===== config.mk =====
export PLATFORM = sky130hd
export DESIGN_NAME = alu_arbiter
export DESIGN_NICKNAME = d
export VERILOG_FILES = /design/src/rtl/alu_pkg.sv /design/src/rtl/alu.sv /design/src/rtl/alu_arbiter.sv
export SDC_FILE = /design/constraint.sdc
export NUM_CORES = 1
export LEC_CHECK = 0
export CAP_MARGIN = 20
export CORE_MARGIN = 3
export CORE_UTILIZATION = 45
export DETAILED_ROUTE_END_ITERATION = 6
export GPL_ROUTABILITY_DRIVEN = 0
export PLACE_DENSITY = 0.84
export SKIP_CTS_REPAIR_TIMING = 1
export SYNTH_ARGS = -nofsm -noshare
export SYNTH_HDL_FRONTEND = slang
export SYNTH_SLANG_ARGS = --single-unit

===== constraint.sdc =====
create_clock -name clk -period 6.52 [get_ports clk]
set_input_delay 1.956 -clock clk [delete_from_list [all_inputs] [get_ports clk]]
set_output_delay 1.956 -clock clk [all_outputs]
set_load 0.005 [all_outputs]

===== src/rtl/alu_pkg.sv =====
// alu_pkg: shared op encodings, slot states and requester count for the ALU arbiter.
package alu_pkg;
  typedef enum logic [2:0] {
    ALU_ADD   = 3'b000,
    ALU_SUB   = 3'b001,
    ALU_AND   = 3'b010,
    ALU_OR    = 3'b011,
    ALU_SHIFT = 3'b100,
    ALU_SLT   = 3'b101,
    ALU_PASSB = 3'b110
  } alu_op_e;
  typedef enum logic {SLOT_EMPTY, SLOT_FULL} slot_state_e;
  localparam int NUM_REQ = 2;
endpackage


===== src/rtl/alu.sv =====
// alu: combinational ALU; unsigned SLT, unknown ops yield zero.
module alu
  import alu_pkg::*;
#(
  parameter int WIDTH = 32,
  parameter int OP_W  = 3
) (
  input  logic [WIDTH-1:0] SrcA,
  input  logic [WIDTH-1:0] SrcB,
  input  logic [OP_W-1:0]  ALUControl,
  output logic [WIDTH-1:0] ALUResult
);
  always_comb begin
    ALUResult = ALUControl == OP_W'(ALU_ADD)   ? SrcA + SrcB :
                ALUControl == OP_W'(ALU_SUB)   ? SrcA - SrcB :
                ALUControl == OP_W'(ALU_AND)   ? SrcA & SrcB :
                ALUControl == OP_W'(ALU_OR)    ? SrcA | SrcB :
                ALUControl == OP_W'(ALU_SLT)   ? WIDTH'(SrcA < SrcB) :
                ALUControl == OP_W'(ALU_PASSB) ? SrcB : '0;
  end
endmodule


===== src/rtl/alu_arbiter.sv =====
// alu_arbiter: round-robin sharing of one ALU between two valid/ready ports,
// with a single owner-tagged result slot giving one-cycle latency.
module alu_arbiter
  import alu_pkg::*;
#(
  parameter int WIDTH = 32,
  parameter int OP_W  = 3
) (
  input  logic             clk,
  input  logic             rst,
  input  logic             req0_valid,
  output logic             req0_ready,
  input  logic [WIDTH-1:0] req0_src_a,
  input  logic [WIDTH-1:0] req0_src_b,
  input  logic [OP_W-1:0]  req0_op,
  output logic             resp0_valid,
  input  logic             resp0_ready,
  output logic [WIDTH-1:0] resp0_result,
  output logic             resp0_err,
  input  logic             req1_valid,
  output logic             req1_ready,
  input  logic [WIDTH-1:0] req1_src_a,
  input  logic [WIDTH-1:0] req1_src_b,
  input  logic [OP_W-1:0]  req1_op,
  output logic             resp1_valid,
  input  logic             resp1_ready,
  output logic [WIDTH-1:0] resp1_result,
  output logic             resp1_err
);
  slot_state_e      state_q, state_d;
  logic             owner_q, owner_d, rr_q, rr_d, err_q, err_d;
  logic [WIDTH-1:0] result_q, result_d, src_a, src_b, alu_res;
  logic [OP_W-1:0]  op;
  logic             drain, can_accept, g0, g1, gnt, unsup;
  alu #(.WIDTH(WIDTH), .OP_W(OP_W)) u_alu (
    .SrcA(src_a), .SrcB(src_b), .ALUControl(op), .ALUResult(alu_res)
  );
  // rr_q holds the last granted port; on a tie the other port wins.
  always_comb begin
    drain      = state_q == SLOT_FULL && (owner_q ? resp1_ready : resp0_ready);
    can_accept = !rst && (state_q == SLOT_EMPTY || drain);
    g0         = can_accept && req0_valid && (!req1_valid || rr_q);
    g1         = can_accept && req1_valid && (!req0_valid || !rr_q);
    gnt        = g0 || g1;
    src_a      = g1 ? req1_src_a : req0_src_a;
    src_b      = g1 ? req1_src_b : req0_src_b;
    op         = g1 ? req1_op : req0_op;
    unsup      = op == OP_W'(ALU_SHIFT) || &op;
    state_d    = gnt ? SLOT_FULL : drain ? SLOT_EMPTY : state_q;
    owner_d    = gnt ? g1 : owner_q;
    rr_d       = gnt ? g1 : rr_q;
    result_d   = gnt ? (unsup ? '0 : alu_res) : result_q;
    err_d      = gnt ? unsup : err_q;
  end
  always_ff @(posedge clk) begin
    if (rst) begin
      state_q  <= SLOT_EMPTY;
      owner_q  <= 1'b0;
      rr_q     <= 1'b1;
      result_q <= '0;
      err_q    <= 1'b0;
    end else begin
      state_q  <= state_d;
      owner_q  <= owner_d;
      rr_q     <= rr_d;
      result_q <= result_d;
      err_q    <= err_d;
    end
  end
  assign req0_ready   = g0;
  assign req1_ready   = g1;
  assign resp0_valid  = state_q == SLOT_FULL && !owner_q;
  assign resp1_valid  = state_q == SLOT_FULL && owner_q;
  assign resp0_result = result_q;
  assign resp1_result = result_q;
  assign resp0_err    = err_q;
  assign resp1_err    = err_q;
endmodule


==> impl_metrics.ini <==
[drt]
wl_met2_um = 12400
drt-pass1-iter-count = 6
drcViolationCount = 0
routed-wl-met3_um = 2250
drt-total-wl_um = 26100
wire_per_inst_um = 18.0
num_vias = 8708
antenna_left = 0
met1Wirelength_um = 10600
highest_layer = met4
via_per_inst = 5.99
drt_iter0_markers = 845

[pwr]
vdd_ir_drop_max_v = 0.0000903
seq_power_share_pct = 17.5
power.switching_w = 0.000688
p_sw_share_pct = 44.7
power.internal_w = 0.000853
clkPwrFrac_pct = 17.7
combinationalPowerShare_pct = 64.8
power.density_mw_per_mm2 = 161
leakagePower_nw = 4.13

[clocking]
cts_sinks = 36
clk_root_buffer_cell = clkbuf_16
path_clk_slew_ns = 0.06
numCtsBuffers = 5
clk_path_buf_depth = 2
cts_tree = built
clk_latency_ns = 0.29
h-tree-depth = 2

[finish]
layout.nets = 1475
diodes = 0
fin_area_mm2 = 0.00959
drive_above_1_share_pct = 4.61
layoutNonFillerInstCount = 1453
utilization_pct = 59.9
n_fill_cell = 1515
area_delta_synth_final_pct = 29.0

[sta]
setup_viol = 0
period_needed_ns = 6.14
worst_pin_slew_ns = 1.03
hold_viol = 0
fin_crit_sh_pct = 94.2
skew_ns = 0.00382
slew_headroom_pct = 29.8
tns_ns = 0
holdWs_ns = 0.497
slew_violations = 0
clock.fmax_mhz = 163
rsz0062_at_grt = false

[floorplan]
core_area_mm2 = 0.0160
die_h_um = 135
die_width_um = 135
ioPinCount = 210
rows = 46
die-area_mm2 = 0.0181
start_util_pct = 46.5

[job]
cap_violations = 0

[hold_path]
hold_class = reg -> reg

[place]
dp.cells = 1446
dp_hpwl_um = 19500
port_buffers = 209
postPlaceCellArea_mm2 = 0.00944

[setup_path]
crit_path_end_kind = flip-flop
worstSetupStartpointType = input pin
path_class = in -> reg
crit_chain = clkdlybuf4s50_1 > mux2i_1 > a21oi_2 > nand3_4 > inv_4 > buf_12 > mux2i_1 > inv_1 > ha_1 > inv_1 > nor4_1 > and4_1 > a32oi_1 > and2_1 > o21ai_0 > o211ai_1 > or4b_1 > nand3_1
max_stage_delay_ns = 0.52
critical_path_arrival_ns = 6.38
cp_slowest_cell = nor4_1
critPathRequiredTime_ns = 6.76
cp_max_fo = 50

[synth]
synth_edf_count = 0
synth_cell_types = 76
synth.yosys.seq_area_share_pct = 9.69
post-synth-top-count-cell = nand2_1
ys_warn_count = 0
synthTopCellsByCount = 159 x nand2_1, 102 x a21oi_1, 96 x ha_1, 92 x nor2_1, 85 x inv_1
syn_area_mm2 = 0.00743
synthArstFlopShare_pct = 0
ys.flop_type = dfxtp_1
syn_area_per_cell_um2 = 6.76
synth.area.top_cells = ha_1 16%, dfxtp_1 9.7%, nand2_1 8.0%, a21oi_1 6.9%, mux2i_1 5.3%
synthDominantCellAreaShare_pct = 16.2
synth-seq-cells = 36
syn_nets = 1337
synth_top_area_cell = ha_1
synth_cells = 1099

[global_route]
grt_pass1_vias = 8363
grt-ovfl-total = 0
grt_pass1_wl_um = 41800
grt_util_all_layers_pct = 27.7
grt_start_max_net_pins = 51
antenna_found_initial = 0

[run_status]
status = completed
==> kinds of logic (layout without fill, tap and decap cells) <==
kind of cell	count (synthesis)	after routing	share of synthesized area, %
and+or+nand+nor	378	378	23.5
AOI/OAI and AO/OA	328	328	28.6
buffers and inverters	186	324	12.0
adders and majority gates	98	98	16.7
muxes	44	44	6.01
DFF	36	36	9.69
xor gates and xnor gates	29	29	3.42
==> final timing paths <==
path	from	endpoint	slack (ns)	cells after the start
setup reg to reg	owner_q	resp0_result[30]	2.07	17
hold / removal	state_q	state_q	0.50	2
setup / recovery	resp0_ready	resp0_result[30]	0.38	18
hold reg to reg	state_q	state_q	0.50	2
==> final cells by class <==
| cell class | instances | area [um^2] | area share, % |
|---|---|---|---|
| clock buffers | 7 | 153 | 1.59 |
| inverters | 86 | 325 | 3.39 |
| multi-input cells | 877 | 5840 | 60.9 |
| flip-flops and latches | 36 | 721 | 7.51 |
| well taps | 216 | 270 | 2.82 |
| repair buffers | 231 | 2280 | 23.8 |
==> layer usage <==
metal	vias to the layer above	track usage (%)
li1	4112	-
met1	4011	34.6
met2	501	48.1
met3	84	4.81
met4	0	9.56
met5	-	0
==> layout by cell type (no fill, tap or decap), types with 19 or more instances in the layout <==
master	instances
o21ai_0	52
nor3_1	27
ha_1	96
mux2i_1	38
clkdlybuf4s50_1	209
xnor2_1	21
nand2_1	159
a21oi_1	101
o211ai_1	21
nor2_1	92
inv_1	85
dfxtp_1	36
buf_4	20
o22ai_1	19
==> critical path, delay by kind of cell <==
family,cells,cell delay (ns)
adders and majority gates,1,0.44
and+or+nand+nor,6,1.72
muxes,2,0.47
buffers and inverters,5,1.09
AOI/OAI and AO/OA,4,0.66
==> per-stage QoR <==
stage / total power, W / setup WS (ns)
2_1_floorplan: 0.000916 / 0.671
3_3_place_gp: 0.00123 / 0.231
3_5_place_dp: 0.00124 / 0.136
4_1_cts: 0.00152 / 0.423
5_1_grt: 0.00164 / 0.103
6_report: 0.00154 / 0.378
==> flip-flops by register name, indices dropped and copies added, names as in the netlist <==
signal and flops:
rr_q 1, resp0_result 32, owner_q 1, state_q 1, resp0_err 1
==> power groups by stage <==
stage	clock network (W)	registers, W	logic (W)
floorplan	0	0.000269	0.000647
global placement	0	0.000274	0.000954
detailed placement	0	0.000274	0.000967
CTS	0.000273	0.000269	0.000975
global route	0.000280	0.000272	0.00108
finish	0.000273	0.000269	0.000999
No activity file was read; power rests on OpenSTA's default activity.
